$ cat src/rtl/icu_biu_refill_if.sv
// Refill port bundle: ICU miss request / beat return plus the 32-bit pipelined memory read port.
// The master side is the refill engine; the slave side is the ICU and memory around it.
interface icu_biu_refill_if;
    logic        icu_biu_req;
    logic [31:3] icu_biu_addr;
    logic        biu_icu_ack;
    logic        biu_icu_data_valid;
    logic [63:0] biu_icu_data;
    logic        biu_icu_data_last;
    logic        mem_req;
    logic [31:2] mem_addr;
    logic        mem_gnt;
    logic        mem_rvalid;
    logic [31:0] mem_rdata;

    modport master (
        input  icu_biu_req,
        input  icu_biu_addr,
        output biu_icu_ack,
        output biu_icu_data_valid,
        output biu_icu_data,
        output biu_icu_data_last,
        output mem_req,
        output mem_addr,
        input  mem_gnt,
        input  mem_rvalid,
        input  mem_rdata
    );

    modport slave (
        output icu_biu_req,
        output icu_biu_addr,
        input  biu_icu_ack,
        input  biu_icu_data_valid,
        input  biu_icu_data,
        input  biu_icu_data_last,
        input  mem_req,
        input  mem_addr,
        output mem_gnt,
        output mem_rvalid,
        output mem_rdata
    );
endinterface

$ cat src/rtl/icu_biu_refill.sv
// I-cache line refill engine: fetches 8 words of a 32-byte line over an in-order read port
// and returns them to the ICU as four 64-bit beats, lower-addressed word in the low half.
module icu_biu_refill #(
    parameter int unsigned MAX_OUTST = 2
) (
    input  logic             clk,
    input  logic             resetn,
    icu_biu_refill_if.master bus
);
    typedef enum logic [0:0] {StIdle, StFetch} state_e;

    localparam logic [2:0] OutstLimit = 3'(MAX_OUTST);

    state_e      state_q;
    logic [26:0] line_q;
    logic [3:0]  iss_q;
    logic [2:0]  outst_q;
    logic [2:0]  rsp_q;
    logic [31:0] low_q;
    logic        ack_q;
    logic        valid_q;
    logic        last_q;
    logic [63:0] data_q;

    logic mem_req;
    logic grant;
    logic rvalid;
    logic unused_addr_bits;

    // Issue window is throttled by the registered outstanding count only.
    assign mem_req = (state_q == StFetch) && (iss_q < 4'd8) && (outst_q < OutstLimit);
    assign grant   = mem_req && bus.mem_gnt;
    // Responses outside an active fetch are protocol errors and are dropped.
    assign rvalid  = (state_q == StFetch) && !last_q && bus.mem_rvalid;

    assign bus.mem_req            = mem_req;
    assign bus.mem_addr           = {line_q, iss_q[2:0]};
    assign bus.biu_icu_ack        = ack_q;
    assign bus.biu_icu_data_valid = valid_q;
    assign bus.biu_icu_data       = data_q;
    assign bus.biu_icu_data_last  = last_q;

    assign unused_addr_bits = ^bus.icu_biu_addr[4:3];

    always_ff @(posedge clk) begin
        if (!resetn) begin
            state_q <= StIdle;
            line_q  <= '0;
            iss_q   <= '0;
            outst_q <= '0;
            rsp_q   <= '0;
            low_q   <= '0;
            ack_q   <= 1'b0;
            valid_q <= 1'b0;
            last_q  <= 1'b0;
            data_q  <= '0;
        end else begin
            ack_q   <= 1'b0;
            valid_q <= 1'b0;
            last_q  <= 1'b0;
            case (state_q)
                StIdle: begin
                    if (bus.icu_biu_req) begin
                        line_q  <= bus.icu_biu_addr[31:5];
                        iss_q   <= '0;
                        outst_q <= '0;
                        rsp_q   <= '0;
                        ack_q   <= 1'b1;
                        state_q <= StFetch;
                    end
                end
                StFetch: begin
                    // Leave one cycle after the last beat so the next ack trails it by two.
                    if (last_q) begin
                        state_q <= StIdle;
                    end
                    if (grant) begin
                        iss_q <= iss_q + 4'd1;
                    end
                    outst_q <= outst_q + {2'b00, grant} - {2'b00, rvalid};
                    if (rvalid) begin
                        rsp_q <= rsp_q + 3'd1;
                        if (!rsp_q[0]) begin
                            low_q <= bus.mem_rdata;
                        end else begin
                            data_q  <= {bus.mem_rdata, low_q};
                            valid_q <= 1'b1;
                            if (rsp_q == 3'd7) begin
                                last_q <= 1'b1;
                            end
                        end
                    end
                end
                default: state_q <= StIdle;
            endcase
        end
    end

    a_outst_bound: assert property (@(posedge clk) disable iff (!resetn)
        outst_q <= OutstLimit);

    a_addr_hold: assert property (@(posedge clk) disable iff (!resetn)
        (bus.mem_req && !bus.mem_gnt) |=> (bus.mem_req && $stable(bus.mem_addr)));
endmodule

$ cat src/flat_wrapper.sv
// flat-port wrapper written by rule: the top's interface ports become plain ports
module icu_biu_refill_flat 
#(
    parameter int unsigned MAX_OUTST = 2
)
  (clk, resetn, bus_icu_biu_req, bus_icu_biu_addr, bus_biu_icu_ack, bus_biu_icu_data_valid, bus_biu_icu_data, bus_biu_icu_data_last, bus_mem_req, bus_mem_addr, bus_mem_gnt, bus_mem_rvalid, bus_mem_rdata);
  icu_biu_refill_if bus_i ();
  input  logic clk;
  input  logic resetn;
  input wire logic [$bits(bus_i.icu_biu_req)-1:0] bus_icu_biu_req;
  input wire logic [$bits(bus_i.icu_biu_addr)-1:0] bus_icu_biu_addr;
  output wire logic [$bits(bus_i.biu_icu_ack)-1:0] bus_biu_icu_ack;
  output wire logic [$bits(bus_i.biu_icu_data_valid)-1:0] bus_biu_icu_data_valid;
  output wire logic [$bits(bus_i.biu_icu_data)-1:0] bus_biu_icu_data;
  output wire logic [$bits(bus_i.biu_icu_data_last)-1:0] bus_biu_icu_data_last;
  output wire logic [$bits(bus_i.mem_req)-1:0] bus_mem_req;
  output wire logic [$bits(bus_i.mem_addr)-1:0] bus_mem_addr;
  input wire logic [$bits(bus_i.mem_gnt)-1:0] bus_mem_gnt;
  input wire logic [$bits(bus_i.mem_rvalid)-1:0] bus_mem_rvalid;
  input wire logic [$bits(bus_i.mem_rdata)-1:0] bus_mem_rdata;
  assign bus_i.icu_biu_req = bus_icu_biu_req;
  assign bus_i.icu_biu_addr = bus_icu_biu_addr;
  assign bus_biu_icu_ack = bus_i.biu_icu_ack;
  assign bus_biu_icu_data_valid = bus_i.biu_icu_data_valid;
  assign bus_biu_icu_data = bus_i.biu_icu_data;
  assign bus_biu_icu_data_last = bus_i.biu_icu_data_last;
  assign bus_mem_req = bus_i.mem_req;
  assign bus_mem_addr = bus_i.mem_addr;
  assign bus_i.mem_gnt = bus_mem_gnt;
  assign bus_i.mem_rvalid = bus_mem_rvalid;
  assign bus_i.mem_rdata = bus_mem_rdata;
  icu_biu_refill #(.MAX_OUTST(MAX_OUTST)) u_core (.clk(clk), .resetn(resetn), .bus(bus_i));
endmodule
$ cat config.mk
export PLATFORM = sky130hd
export DESIGN_NAME = icu_biu_refill_flat
export DESIGN_NICKNAME = d
export VERILOG_FILES = /design/src/rtl/icu_biu_refill_if.sv /design/src/rtl/icu_biu_refill.sv /design/src/flat_wrapper.sv
export SDC_FILE = /design/constraint.sdc
export NUM_CORES = 1
export LEC_CHECK = 0
export ABC_CLOCK_PERIOD_IN_PS = 2700
export CORE_UTILIZATION = 35
export DETAILED_ROUTE_END_ITERATION = 10
export GPL_ROUTABILITY_DRIVEN = 0
export HOLD_SLACK_MARGIN = 0.12
export PLACE_DENSITY = 0.75
export SETUP_SLACK_MARGIN = 0.05
export SLEW_MARGIN = 20
export SYNTH_ARGS = -nofsm -noshare
export SYNTH_HDL_FRONTEND = slang
export SYNTH_SLANG_ARGS = --single-unit
$ cat constraint.sdc
create_clock -name clk -period 2.7 [get_ports clk]
set_input_delay 0.405 -clock clk [delete_from_list [all_inputs] [get_ports clk]]
set_output_delay 0.405 -clock clk [all_outputs]
set_load 0.02 [all_outputs]
# [After elaboration in Yosys (flattened, before gate mapping)]
# Cells that the tools add are included.
[word_totals] input_bits=66 register_bits=137 out_inout_bits=98
[classes] eq_ne=4 mux=12 reduce_logical=14 bitwise_logic=3 addsub=4 order_cmp=2
[op_table] op="$pmux 3 s2" n=2
[op_table] op="$reduce_and 3->1" n=3
[op_table] op="$mux 4" n=2
[op_table] op="$pmux 4 s2" n=1
[op_table] op="$mux 3" n=2
[op_table] op="$ne 2x2->1 const B" n=3
[op_table] op="$reduce_and 2->1" n=3
[op_table] op="$logic_and 1x1->1" n=5
[op_table] op="$add 4x1->4 const B" n=1
[op_table] op="$lt 4x4->1 const B" n=1
[op_table] op="$mux 1" n=4
[op_table] op="$reduce_and 4->1" n=1
[op_table] op="$add 3x1->3" n=1
[op_table] op="$add 3x1->3 const B" n=1
[op_table] op="$eq 3x3->1 const B" n=1
[op_table] op="$lt 3x2->1 const B" n=1
[op_table] op="$not 1->1" n=3
[op_table] op="$sub 3x1->3" n=1
[op_table] op="$pmux 1 s2" n=1
[op_table] op="$reduce_or 2->1" n=1
[op_table] op="$logic_not 1->1" n=1

# [Depth between registers and ports, before layout]
# Gate-level depths: netlist (run 1).
[depth] depth_word=7 ltp_mapped=10 ltp_nobuf=10

# [Worst setup path after synthesis (run 1)]
# Ideal clock, no wire load.
[synth_path] path_type="register to register" startpoint="register u_core.state_q" endpoint="register u_core.outst_q[2]" slack_ns=0.821 path_stages_with_launch=10 n_path_buf=1 synth_period_minus_slack_ns=1.879 arrival_time_ns=1.750 path_cell_list="dfxtp_1 buf_6 nand3b_1 xnor2_1 ha_1 inv_1 fa_1 xor2_1 a21oi_1 nor2_1"
[synth_between] elab_chain_len=6 elab_cells_between_ends=10 classes_between="add/sub (2); eq/ne (1); mux (1); bitwise (1); reduce/logical (5)"
[synth_rtl] item="start, declared" line_no="icu_biu_refill.sv:14" source="state_e state_q;"
[synth_rtl] item="start signal, assigned" line_no="icu_biu_refill.sv:47" source="state_q <= StIdle;"
[synth_rtl] item="start signal, assigned" line_no="icu_biu_refill.sv:69" source="state_q <= StFetch;"
[synth_rtl] item="start signal, assigned" line_no="icu_biu_refill.sv:75" source="state_q <= StIdle;"
[synth_rtl] item="$logic_and 1x1->1 (2 in a row)" line_no="icu_biu_refill.sv:31" source="assign mem_req = (state_q == StFetch) && (iss_q < 4'd8) && (outst_q < OutstLimit);"
[synth_rtl] item="$logic_and 1x1->1" line_no="icu_biu_refill.sv:32" source="assign grant = mem_req && bus.mem_gnt;"
[synth_rtl] item="$add 3x1->3" line_no="icu_biu_refill.sv:80" source="outst_q <= outst_q + {2'b00, grant} - {2'b00, rvalid};"
[synth_rtl] item="$sub 3x1->3" line_no="icu_biu_refill.sv:80"
[synth_rtl] item="$pmux 3 s2" line_no="icu_biu_refill.sv:61" source="case (state_q)"
[synth_rtl] item="end signal, assigned" line_no="icu_biu_refill.sv:80"
[synth_rtl] item="end, declared" line_no="icu_biu_refill.sv:17" source="logic [2:0] outst_q;"
# Parallel ways exist; a longest one is shown, timed or not.
# A chain may end at the register's enable or synchronous reset.

# [Worst setup path after layout (run 1)]
[layout_path] startpoint="register u_core.state_q" endpoint="output port bus_mem_req"
[layout_between] elab_chain_len=2
[layout_rtl] item="$logic_and 1x1->1 (2 in a row)" line_no="icu_biu_refill.sv:31"
[layout_rtl] item="end, declared" line_no="flat_wrapper.sv:16" source="output wire logic [$bits(bus_i.mem_req)-1:0] bus_mem_req;"
# No other way between the ends.

==> flow_summary_export.csv, run 1 <==
group,metric,value,unit
outcome,status,"finished clean",
synth,async_reset_ff_share,0,%
floorplanning,core-area,13880,um^2
finish,final-instance-count-excl-fill,915,
synth,ys_top_cells_by_area,"dfxtp_1, nand3_1, nand2_1",
clocking,cts-root-buf,"clkbuf_16",
synth,synth_cell_types,33,
floorplanning,dieWidth,121.2,um
place,dpl.cell_count,883,
route,vias,4418,
finish,drive_above_1_share,5.850,%
sta,relSlewSlack,63.47,%
synth,ys_seq_area_share,55.14,%
clocking,cts_setup_buffers,0,
route,routed_wl,12170,um
critical_path,start_kind,"flop",
critical_path,critPathKind,"reg -> out",
critical_path,crit_path_max_fanout,15,
sta,rsz0062_at_grt,"no",
sta,max_freq,428.6,MHz
sta,setup_tns,0,ns
floorplanning,io_pins,164,
clocking,clock_latency,0.41,ns
finish,nets,794,
power,vdd.ir_drop.worst,0.3402,mV
place,hpwl,7645,um
floorplanning,start_util,35.83,%
floorplanning,rows,43,
critical_path,required,2.30,ns
finish,utilization,51.71,%
clocking,cts_tree,"built",
route,wire_per_inst,13.30,um
grt,grt_antenna_before_repair,0,
hold_path,min_from,"u_core.bus.biu_icu_data[36]$_SDFFE_PN0P_",
clocking,postCtsHoldBufs,0,
synth,synth_top_area_share,55.14,%
finish,n_fill_cell,1349,
power,p_leak,2.547,nW
finish,syn_to_final_growth,44.33,%
sta,finalClockSkew,0.006173,ns
synth,ys.flop_type,"dfxtp_1",
sta,setup_viol,0,
grt,top_usage_layer,"met2",
grt,grtUsageMet1,20.31,%
power,power,0.004658,W
grt,grt_pass1_vias,4051,
route,drtPass1Iterations,4,
route,drt_iter0_markers,282,
grt,grt_max_degree,99,
synth,post-synth-top-area-cell,"dfxtp_1",
synth,synth_seq_cells,137,
floorplanning,dieArea,14690,um^2
run,drv_cap,0,
grt,grt_pass1_wl,19530,um
sta,slew_viol_final,0,
route,final_antenna_net_count,0,
synth,syn_inst,586,
finish,n_antenna_cell,0,
synth,synthesis.area,4974,um^2
critical_path,reg2reg_to,"u_core.outst_q[2]$_SDFFE_PN0P_",
route,drc_errors,0,
critical_path,arrival,1.93,ns
synth,synth_edf_count,0,
clocking,cts_resized,0,
sta,tightest_slew,0.5472,ns
critical_path,r2r-start,"u_core.state_q$_SDFF_PN0_",
sta,min_period_over_period,86.41,%
critical_path,rrSetupSlack,0.48,ns
critical_path,end_kind,"output port",
critical_path,r2r_cells,8,
floorplanning,fp.dieH,121.2,um
synth,yosys_warnings,0,
clocking,numCtsBuffers,17,
hold_path,hold_path_class,"reg -> reg",
synth,yosysMostFrequentCell,"dfxtp_1",
grt,use_met2,27.61,%
clocking,htreeDepth,4,
grt,grtUsageMet3,6.015,%
synth,syn_nets,658,
clocking,cts.sinks,137,
power,powerDensity,648.9,nW/um^2
place,port_buffers,161,
sta,holdWs,0.4509,ns
synth,synth_common_cells,"dfxtp_1, nand2_1, nand3_1",
grt,overflow,0,
route,viasPerCell,4.828,
critical_path,cp-startpoint,"u_core.state_q$_SDFF_PN0_",
clocking,clockBufferDepth,2,
synth,synth_area_per_cell,8.487,um^2
grt,grt_usage,17.00,%
sta,min_period,2.333,ns
clocking,path_clk_slew,0.06,ns
critical_path,endpoint,"bus_mem_req",
sta,hold_viol_final,0,
[how the worst min path moves through the flow]
stage,end,slack (ns),cells past startpoint
finish,u_core.bus.biu_icu_data[36]$_SDFFE_PN0P_,0.45,2
global route,u_core.line_q[15]$_SDFFE_PN0P_,0.47,2
CTS,u_core.line_q[1]$_SDFFE_PN0P_,0.45,2
detailed placement,u_core.line_q[1]$_SDFFE_PN0P_,0.45,2
global placement,u_core.line_q[25]$_SDFFE_PN0P_,0.44,2
floorplan,u_core.bus.biu_icu_data[1]$_SDFFE_PN0P_,0.43,2
[routing by layer]
| layer | routed length (um) | vias up |
|---|---|---|
| li1 | - | 2245 |
| met1 | 5403 | 2040 |
| met2 | 5771 | 116 |
| met3 | 749 | 17 |
| met4 | 241 | 0 |
| met5 | 0 | - |
[cell type report]
class | instances | area, um^2 | area share (%)
Tap cell | 180 | 225.2 | 3.138
Clock buffer | 25 | 485.5 | 6.763
Sequential cell | 137 | 2743 | 38.21
Clock inverter | 7 | 67.56 | 0.9413
Timing Repair Buffer | 171 | 1709 | 23.81
Inverter | 6 | 22.52 | 0.3138
Multi-Input combinational cell | 389 | 1926 | 26.83
[power by group]
group	switching, W	leakage, nW	internal [W]
Combinational	0.000214	1.16	0.000187
Sequential	0.0000295	1.11	0.00208
Clock	0.000813	0.275	0.00134
Total	0.00106	2.55	0.00360
[placed cells by master, fill, tap and decap left out, types with 2 or more instances in the layout]
cell,netlist,final
a21oi_1,67,67
buf_12,0,2
buf_4,8,9
clkbuf_1,16,5
clkbuf_16,0,17
clkbuf_8,0,3
clkdlybuf4s50_1,0,160
clkinv_2,0,4
clkinv_4,0,2
dfxtp_1,137,137
ha_1,5,5
inv_1,5,5
nand2_1,123,123
nand2b_1,3,3
nand3_1,100,100
nand4b_4,2,2
nor2_1,6,6
nor3b_1,2,2
o21ai_0,64,64
or3_1,2,2
[cell families (layout without fill, tap and decap cells)]
kind of cell | Yosys count | in the layout | share of synthesized area [%]
buf+inv | 60 | 209 | 6.139
compound gates | 135 | 135 | 13.76
flops | 137 | 137 | 55.14
simple gates | 246 | 246 | 22.94
xor+xnor | 2 | 2 | 0.3523
fa+ha+maj | 6 | 6 | 1.660
[per-stage QoR]
step           area, um^2  setup slack (ns)
2_1_floorplan        4974            0.8210
6_report             7178            0.3671
3_5_place_dp         6625            0.2391
5_1_grt              7178            0.2568
3_3_place_gp         6625            0.2946
4_1_cts              7178            0.3463
[registers in the layout, summed over array words and instances (netlist names)]
register	flops
u_core.bus.biu_icu_ack	1
u_core.bus.biu_icu_data	64
u_core.bus.biu_icu_data_last	1
u_core.bus.biu_icu_data_valid	1
u_core.iss_q	4
u_core.line_q	27
u_core.low_q	32
u_core.outst_q	3
u_core.rsp_q	3
u_core.state_q	1
[worst max-delay path: stages (launching register included)]
cell,delay (ns)
dfxtp_1,0.66
nand2_1,0.13
nor2_1,0.11
clkdlybuf4s50_1,0.61
No activity file was read; power rests on OpenSTA's default activity.
==> run 2: changes to the inputs <==
ABC_CLOCK_PERIOD_IN_PS = 2500   (was 2700)
CORE_ASPECT_RATIO = 0.8   (was unset)
clock period = 2.5 ns   (was 2.7 ns; I/O delays follow)
==> flow_summary_export.csv, run 2 (synthesized netlist as in run 1, its figures left out) <==
group,metric,value,unit
place,place_ws,0.2266,ns
power,power,0.005058,W
sta,rsz0062_at_grt,"no",
clocking,clockBufferDepth,2,
floorplanning,dieArea,14690,um^2
sta,min_period,2.152,ns
critical_path,crit_path_max_fanout,2,
route,drt_iter0_markers,280,
sta,setup_viol,0,
sta,slew_viol_final,0,
route,vias,4427,
sta,hold_viol_final,0,
finish,final_cell_mix,"clkdlybuf4s50_1, dfxtp_1, nand2_1, nand3_1, a21oi_1",
finish,nets,796,
grt,grt_usage,17.18,%
sta,relSlewSlack,63.07,%
outcome,status,"finished clean",
clocking,cts_resized,0,
grt,grt_pass1_vias,3757,
route,final_antenna_net_count,0,
power,p_comb_share,8.8,%
critical_path,required,2.12,ns
finish,largest_reg_flops,64,
place,hpwl,7962,um
sta,min_period_over_period,86.09,%
clocking,cts.sinks,137,
finish,n_antenna_cell,0,
place,placed_cell_area,6665,um^2
route,routed_wl,12470,um
place,port_buffers,161,
finish,syn_to_final_growth,45.13,%
clocking,htreeDepth,4,
grt,overflow,0,
power,p_seq_share,44.9,%
clocking,path_clk_slew,0.06,ns
clocking,cts-root-buf,"clkbuf_16",
power,p_sw,0.001156,W
critical_path,end_kind,"output port",
critical_path,start_kind,"flop",
clocking,cts_setup_buffers,0,
power,vdd.ir_drop.worst,0.4188,mV
finish,drive_above_1_share,6.403,%
power,powerDensity,700.7,nW/um^2
grt,grt_pass1_wl,19590,um
power,power.share.switching,22.85,%
clocking,numCtsBuffers,17,
grt,grt_max_degree,100,
clocking,cts_tree,"built",
sta,fin_ws,0.3476,ns
sta,finalClockSkew,0.008723,ns
finish,fin_area,7218,um^2
sta,setup_tns,0,ns
finish,final_common_cell,"clkdlybuf4s50_1",
floorplanning,dieWidth,135.3,um
floorplanning,rows,38,
power,p_leak,2.559,nW
grt,grt_antenna_before_repair,0,
power,p_clk_share,46.2,%
critical_path,critPathKind,"reg -> out",
power,p_int,0.003902,W
route,viasPerCell,4.844,
route,drc_errors,0,
floorplanning,fp.dieH,108.6,um
floorplanning,io_pins,164,
route,wire_per_inst,13.65,um
hold_path,hold_path_class,"reg -> reg",
sta,max_freq,464.6,MHz
run,drv_cap,0,
sta,tightest_slew,0.5531,ns
route,drtPass1Iterations,5,
floorplanning,core-area,13690,um^2
critical_path,arrival,1.78,ns
clocking,postCtsHoldBufs,0,
clocking,clock_latency,0.41,ns
floorplanning,start_util,36.32,%
[run 2: cell types whose count changed in the layout (fill, tap and decap cells not counted), sizes merged]
| cell | change |
|---|---|
| clkbuf | -4 |
| clkinvlp | +3 |
| buf | +2 |
| clkinv | -2 |
[run 2: stage by stage]
stage	hold WS [ns]	std cells	util, %
detailed placement	0.4458	885	48.68
floorplan	0.4307	586	-
finish	0.4502	914	52.71
global route	0.4680	914	52.71
global placement	0.4416	885	48.68
CTS	0.4532	914	52.71
[run 2: worst paths after layout]
kind	slack [ns]	to	cells after the start	start
max	0.35	bus_mem_req	5	u_core.outst_q[1]$_SDFFE_PN0P_
min	0.45	u_core.bus.biu_icu_data[32]$_SDFFE_PN0P_	2	u_core.bus.biu_icu_data[32]$_SDFFE_PN0P_
max reg2reg	0.57	u_core.outst_q[2]$_SDFFE_PN0P_	10	u_core.outst_q[1]$_SDFFE_PN0P_
min reg2reg	0.45	u_core.bus.biu_icu_data[32]$_SDFFE_PN0P_	2	u_core.bus.biu_icu_data[32]$_SDFFE_PN0P_
[run 2: per-layer routing]
metal / track usage [%] / wire (um) / part of all wire [%]
met4: 5.538 / 64 / 0.51
met5: 0 / 0 / 0
met2: 24.18 / 5470 / 44
met1: 23.69 / 5894 / 47
met3: 6.927 / 1042 / 8.4
[run 2: cell type report]
type | count | area [um^2]
multi-input cells | 389 | 1926
fillers | 1298 | 6475
inverters | 6 | 22.52
clock inverters | 8 | 72.57
well taps | 180 | 225.2
flip-flops and latches | 137 | 2743
clock buffers | 21 | 480.5
repair buffers | 173 | 1749
[run 2: power by group through the flow]
stage / Sequential [W] / Clock, W / Combinational [W]
2_1_floorplan: 0.00235 / 0 / 0.000191
3_3_place_gp: 0.00232 / 0 / 0.000445
3_5_place_dp: 0.00232 / 0 / 0.000448
4_1_cts: 0.00227 / 0.00239 / 0.000451
5_1_grt: 0.00228 / 0.00249 / 0.000489
6_report: 0.00227 / 0.00234 / 0.000447
[run 2: worst max-delay path, stage by stage, from the launching register on]
cell and delay [ns]:
dfxtp_1 0.33, inv_1 0.07, ha_1 0.22, nand2_1 0.07, nor2_1 0.09, clkdlybuf4s50_1 0.60
==> variant: new RTL, settings of run 1 <==
Make the reset (`resetn`) asynchronous in one clocked block.
--- a/src/rtl/icu_biu_refill.sv
+++ b/src/rtl/icu_biu_refill.sv
@@ -42,7 +42,7 @@
 
     assign unused_addr_bits = ^bus.icu_biu_addr[4:3];
 
-    always_ff @(posedge clk) begin
+    always_ff @(posedge clk or negedge resetn) begin
         if (!resetn) begin
             state_q <= StIdle;
             line_q  <= '0;
Formal check against the unedited RTL: differs if resetn is asserted again (counterexample within 4 cycles, from zero or initial values and one cycle with resetn low); with resetn held inactive, the same outputs for 4 cycles.
==> variant against run 1 <==
Cell count shrank 15%; first-iteration DRC count decreased by 65%; synthesized area increased by 11%; wire length is 7.4% lower; synthesized cell count decreased by 34%; clock skew about the same; die area up 11%; worst setup slack lost 1.4 ps; non-clock buffer count is 3 lower; critical path depth up 1; sequential cell count unchanged; global-route usage is 2.0 points lower; cell area grew 9.7%; critical endpoint unchanged.
Power is not compared: it rests on default switching activity, and its combinational part moved more than twofold at a synthesized area within 25%.
==> variant: results (changes against run 1) <==
stage;metric;value;unit;change
status;status;complete, no violations;;
final_layout;drive_gt1_share;24.1;%;+18 points
critical_path;reg2reg_slack;770;ps;+290 ps
grt;use_met3;6.51;%;+0.50 points
detailed_routing;route.vias.total;3442;;-22%
sta;max_slew_margin;62.2;%;-1.3 points
final_layout;fin_cells;776;;-15%
placement;dp_slack;430;ps;+191 ps
logic_synthesis;synthArstFlopShare;100;%;+100 points
grt;grtUsageTotal;15.0;%;-2.0 points
grt;grt_pass1_wl;18.7;mm;-4.5%
sta;setup_slack;366;ps;-1.44 ps
logic_synthesis;synth_commonest_cells;dfrtp_1 (137), nand2_1 (91), mux2_4 (49);;
grt;use_met1;17.6;%;-2.7 points
detailed_routing;postRouteWirelength;11.3;mm;-7.4%
logic_synthesis;synthAdderAreaFrac;1.49;%;-0.17 points
logic_synthesis;syn-num-nets;457;;-31%
grt;grt_start_max_net_pins;62;;-37%
detailed_routing;wl_met2;5.42;mm;-6.1%
placement;dp.cells;744;;-16%
detailed_routing;met1_length;4.83;mm;-11%
sta;fin_worst_skew;6.27;ps;+0.100 ps
placement;hpwl;7.51;mm;-1.8%
grt;grt_pass1_vias;3705;;-8.5%
logic_synthesis;synth-xor-area-share;0.475;%;+0.12 points
sta;whs;472;ps;+20.7 ps
detailed_routing;initialDrtViolationCount;99;;-65%
critical_path;slowest_stage;clkdlybuf4s50_1;;
final_layout;final_nets;625;;-21%
critical_path;reg2regPathDepth;9;;+1
## variant: cell count changes after synthesis, moves of 6 or more
cell	delta
clkbuf_1	-14
mux2_2	+45
buf_2	-13
dfrtp_1	+137
nand2_1	-32
mux2_4	+49
buf_12	+6
o21ai_0	-56
buf_1	-9
nand3_1	-94
dfxtp_1	-137
a21oi_1	-67
## variant: worst max-delay path, delay by kind of cell (launching register included)
| family | cells | cell delay [ps] |
|---|---|---|
| flip-flops | 1 | 410 |
| AND/OR/NAND/NOR | 1 | 200 |
| buffers and inverters | 2 | 700 |
| adder cells (fa/ha/maj) | 1 | 190 |
## variant: layout make-up
cell class,instances,area (um^2)
fillers,1318,7440
flip-flops and latches,137,3430
multi-input cells,222,1880
repair buffers,168,1720
clock buffers,20,457
well taps,211,264
clock inverters,11,98.8
inverters,7,26.3
## variant: timing repair
action                     4_1_cts  5_1_grt
hold buffers                     1        0
setup endpoints to repair        0        0
hold endpoints to repair        59        0
